--- config.mk ---
export PLATFORM = sky130hd
export DESIGN_NAME = fifo_rd_ctrl
export DESIGN_NICKNAME = d
export VERILOG_FILES = /design/src/rtl/fifo_rd_ctrl.sv
export SDC_FILE = /design/constraint.sdc
export NUM_CORES = 1
export LEC_CHECK = 0
export CORE_MARGIN = 3
export CORE_UTILIZATION = 25
export DETAILED_ROUTE_END_ITERATION = 16
export GPL_TIMING_DRIVEN = 0
export SKIP_CTS_REPAIR_TIMING = 1
export SYNTH_ARGS = -nofsm -noshare
export SYNTH_HDL_FRONTEND = slang
export SYNTH_SLANG_ARGS = --single-unit
--- constraint.sdc ---
create_clock -name rd_clk -period 4.1 [get_ports rd_clk]
set_input_delay 0.82 -clock rd_clk [delete_from_list [all_inputs] [get_ports rd_clk]]
set_output_delay 0.82 -clock rd_clk [all_outputs]
set_load 0.01 [all_outputs]
--- src/rtl/fifo_rd_ctrl.sv ---
// fifo_rd_ctrl: read-side controller that drains a FIFO in bursts.
// Ports: rd_clk, sys_rst (async, active high); FIFO status in
// (rd_rst_busy, full, almost_empty, empty, fifo_rd_data); fifo_rd_en out;
// rd_data/rd_data_vld, rd_word_cnt, burst_done, busy, chk_err out.
// Optional macro FIFO_RD_CHECK_EN adds an incrementing-pattern checker.
module fifo_rd_ctrl #(
    parameter int DATA_W      = 8,
    parameter int CNT_W       = 16,
    parameter int SYNC_STAGES = 2,
    parameter int BURST_LEN   = 0,
    parameter int START_MODE  = 0
) (
    input  logic              rd_clk,
    input  logic              sys_rst,
    input  logic              rd_rst_busy,
    input  logic              full,
    input  logic              almost_empty,
    input  logic              empty,
    input  logic [DATA_W-1:0] fifo_rd_data,
    output logic              fifo_rd_en,
    output logic [DATA_W-1:0] rd_data,
    output logic              rd_data_vld,
    output logic [CNT_W-1:0]  rd_word_cnt,
    output logic              burst_done,
    output logic              busy,
    output logic              chk_err
);

    typedef enum logic [1:0] {IDLE, READ, DONE} state_t;

    // Per-burst count value seen when the final read of a burst is issued.
    localparam logic [15:0] BURST_LAST =
        (BURST_LEN == 0) ? 16'd0 : 16'(BURST_LEN - 1);

    state_t                 state_q, state_d;
    logic [SYNC_STAGES-1:0] sync_q, sync_d;
    logic [15:0]            bcnt_q, bcnt_d;
    logic                   pend_q, pend_d;
    logic [DATA_W-1:0]      data_q, data_d;
    logic                   vld_q, vld_d;
    logic [CNT_W-1:0]       wcnt_q, wcnt_d;
    logic                   done_q, done_d;
    logic                   full_s;
    logic                   start;
    logic                   last_rd;

    assign full_s     = sync_q[SYNC_STAGES-1];
    assign start      = (START_MODE == 0) ? full_s : !empty;
    assign fifo_rd_en = (state_q == READ) && !empty && !rd_rst_busy;
    assign last_rd    = fifo_rd_en &&
                        (almost_empty ||
                         (BURST_LEN != 0 && bcnt_q == BURST_LAST));

    always_comb begin
        sync_d  = {sync_q[SYNC_STAGES-2:0], full};
        state_d = state_q;
        bcnt_d  = bcnt_q;
        unique case (state_q)
            IDLE: begin
                if (!rd_rst_busy && start) begin
                    state_d = READ;
                    bcnt_d  = '0;
                end
            end
            READ: begin
                // FIFO reset aborts silently; no burst_done.
                if (rd_rst_busy) begin
                    state_d = IDLE;
                    bcnt_d  = '0;
                end else if (empty) begin
                    state_d = DONE;
                end else begin
                    bcnt_d = bcnt_q + 16'd1;
                    if (last_rd) begin
                        state_d = DONE;
                    end
                end
            end
            DONE:    state_d = IDLE;
            default: state_d = IDLE;
        endcase
        // FIFO data lands one cycle after the strobe; register it once more.
        pend_d = fifo_rd_en;
        vld_d  = pend_q;
        data_d = pend_q ? fifo_rd_data : data_q;
        wcnt_d = pend_q ? wcnt_q + 1'b1 : wcnt_q;
        done_d = (state_d == DONE);
    end

    always_ff @(posedge rd_clk or posedge sys_rst) begin
        if (sys_rst) begin
            state_q <= IDLE;
            sync_q  <= '0;
            bcnt_q  <= '0;
            pend_q  <= 1'b0;
            data_q  <= '0;
            vld_q   <= 1'b0;
            wcnt_q  <= '0;
            done_q  <= 1'b0;
        end else begin
            state_q <= state_d;
            sync_q  <= sync_d;
            bcnt_q  <= bcnt_d;
            pend_q  <= pend_d;
            data_q  <= data_d;
            vld_q   <= vld_d;
            wcnt_q  <= wcnt_d;
            done_q  <= done_d;
        end
    end

    assign rd_data     = data_q;
    assign rd_data_vld = vld_q;
    assign rd_word_cnt = wcnt_q;
    assign burst_done  = done_q;
    assign busy        = (state_q != IDLE);

`ifdef FIFO_RD_CHECK_EN
    logic              seed_q, seed_d;
    logic [DATA_W-1:0] exp_q, exp_d;
    logic              err_q, err_d;

    always_comb begin
        seed_d = seed_q;
        exp_d  = exp_q;
        err_d  = err_q;
        if (vld_q) begin
            exp_d = data_q + 1'b1;
            if (seed_q) begin
                seed_d = 1'b0;
            end else if (data_q != exp_q) begin
                err_d = 1'b1;
            end
        end
        // Applied after the vld handling so a trailing word of the
        // previous burst is still checked against that burst.
        if (state_q == IDLE && state_d == READ) begin
            seed_d = 1'b1;
        end
    end

    always_ff @(posedge rd_clk or posedge sys_rst) begin
        if (sys_rst) begin
            seed_q <= 1'b0;
            exp_q  <= '0;
            err_q  <= 1'b0;
        end else begin
            seed_q <= seed_d;
            exp_q  <= exp_d;
            err_q  <= err_d;
        end
    end

    assign chk_err = err_q;
`else
    assign chk_err = 1'b0;
`endif

endmodule

==> metrics.txt <==
share of post-route cells with drive strength above 1 between 10% and 20%; switch share between 20% and 30%; R2R setup slack 2.59 ns; fin crit period 2.99 ns; worst r2r src rd_word_cnt[0]; initial antenna violation count 0; Yosys warnings 0; CTS clk-pin slew, worst paths about 0.060 ns; All-Layer GR Usage roughly a tenth; asr flop ratio synth between 90% and 100%; DRT iter0 DRCs 33; final setup skew 0.00339 ns; wire per inst approximately 12 microns; status finished, final reports clean; reg2reg end rd_word_cnt[12]; Via Count around 830; FMAX approximately 330 MHz; Initial Util 26.8%; Max VDD drop 214 uV; Logic pwr share 22.2%; worst-margin pin slew roughly 1.2 ns; largest area contributor in the netlist dfrtp_1; unrepaired setup endpoints after global routing false; Worst Hold Slack between 0.3 and 0.4 ns; Pwr Total around 0.76 mW; drt pass-1 iters 2; die width 75.7 microns; Pint around 0.56 mW; Max-Slew Margin vs Limit between 20 and 25%; clock latency at the later pin of the worst-skew pair 0.27 ns; destination of the critical timing path fifo_rd_en; Congestion Overflow GR 0; CTS Buffer Depth 2; Post-DP HPWL about 1.9 mm; top-area cell type share of the netlist area between 60% and 70%; # placed instances between 150 and 200; CP endpoint kind output port; I/O pin cnt 43; CTS root buf clkbuf_8; Seq/Total Area, Yosys between 60% and 70%; critical path startpoint rd_rst_busy; vias in the first global route between 800 and 900; GP Congestion ~0.74; clock power share between 20% and 30%; Max Cap Viol 0; post-synthesis cell type count 22; main flop type after synthesis dfrtp_1; Pleak roughly 0.77 nW; cell with the most instances after synthesis dfrtp_1; row count 24; nets@finish about 150; antenna-violating nets left 0; Cell Count, Final, Fillers Out 203; power per cell area approximately 430 mW/mm^2; Switching Power a little under 0.2 mW; post-synthesis cell count slightly above 90; pre-CTS setup slack about 1.1 ns; Worst setup SP type input port; fin crit share between 70% and 80%; Final Cell Area 0.00178 sq mm; Worst Hold Class reg -> reg; drt via density 4.10; drc violations 0; CTS sink count 31; Die Span Y ~76 microns; port buffer count ~40; Core Region 0.00453 sq mm; H-tree levels 2; top post-synthesis cells by count dfrtp_1 (31), xnor2_1 (11), nor2_1 (8); CTS tree yes; sum of negative setup slack 0 ns; Mapped Area about 0.0012 sq mm; Final Hold Viols 0; crit path DAT about 2.2 ns; n_diodes 0; pin count of the biggest net entering global routing 32; ranking of synthesized cells by area dfrtp_1 (64%), xnor2_1 (7.9%), mux2_2 (4.6%); post-place instance area 0.00171 sq mm; Avg Inst Size Synth roughly 13 sq um; Setup WS post-layout between 1 and 1.5 ns; EDFF count, synth 0; final WL 2.51 mm; sequential share of power between 40% and 50%; CP Class in -> out; max-slew violation count 0; Layout area overhead 46.4%; post-layout util approximately two fifths; synthesized flop and latch total 31; Setup Viol. Count Final 0; post-synthesis net count 106; CP Max Fanout 3; Die Footprint ~0.0057 sq mm; total CTS buffers 5; worst r2r path cells 5; first-pass GRT wire length 4.33 mm; worst endpoint required time approximately 3.3 ns
cell usage in the layout, fill, tap and decap left out, types with 2 or more instances in the layout:
master	synthesis	layout
nand3_1	5	5
xnor2_1	11	11
nand4_1	2	2
clkbuf_8	0	5
clkdlybuf4s50_1	0	41
mux2_1	4	4
nand2_1	6	6
xor2_1	4	4
nor2_1	8	8
mux2_2	5	5
nor3_2	2	2
dfrtp_1	31	31
nand4_2	2	2
worst min path at each step:
stage | from | to | slack [ns] | depth (start not counted)
global route | sync_q[0] | sync_q[1] | 0.38 | 0
global placement | sync_q[0] | sync_q[1] | 0.34 | 0
CTS | sync_q[0] | sync_q[1] | 0.36 | 0
floorplan | sync_q[0] | sync_q[1] | 0.33 | 0
finish | sync_q[0] | sync_q[1] | 0.35 | 0
detailed placement | sync_q[0] | sync_q[1] | 0.35 | 0
worst max-delay path: stages:
cell and delay (ns):
clkdlybuf4s50_1 0.42, nor2_1 0.12, nand2_1 0.11, nor2_1 0.14
clkdlybuf4s50_1 0.56
power by group through the flow:
stage	combinational, mW	clock [mW]	sequential, mW
final	0.169	0.213	0.379
after global routing	0.181	0.237	0.387
after CTS	0.173	0.220	0.381
after detailed placement	0.172	0	0.386
after global placement	0.168	0	0.383
after floorplan	0.0470	0	0.400
flip-flops by register name, indices dropped and copies added, names as in the netlist:
register,flops
rd_word_cnt,16
rd_data,8
state_q,2
sync_q,2
burst_done,1
pend_q,1
rd_data_vld,1
logic make-up (layout without fill, tap and decap cells):
logic type	Yosys count	count (layout)	synth area share, %
multiplexers	10	10	9.16
adder cells (fa/ha/maj)	1	1	1.03
XOR/XNOR	15	15	10.8
other	1	1	0.308
flip-flops	31	31	63.8
buffers and inverters	4	51	1.65
AND/OR/NAND/NOR	29	29	13.3
layout make-up:
type	count	area [sq um]
Inverter	2	7.51
Fill cell	437	2750
Sequential cell	31	776
Timing Repair Buffer	41	410
Multi-Input combinational cell	56	420
Clock buffer	6	72.6
Tap cell	65	81.3
Buffer	2	12.5
routing by layer:
layer | vias up | track usage, % | part of all wire (%)
li1 | 397 | - | -
met1 | 409 | 12.0 | 43
met2 | 22 | 16.7 | 51
met3 | 4 | 3.96 | 5.0
met4 | 0 | 5.24 | 0.92
met5 | - | 0 | 0
Note: power is estimated with default switching activity, not from simulation.
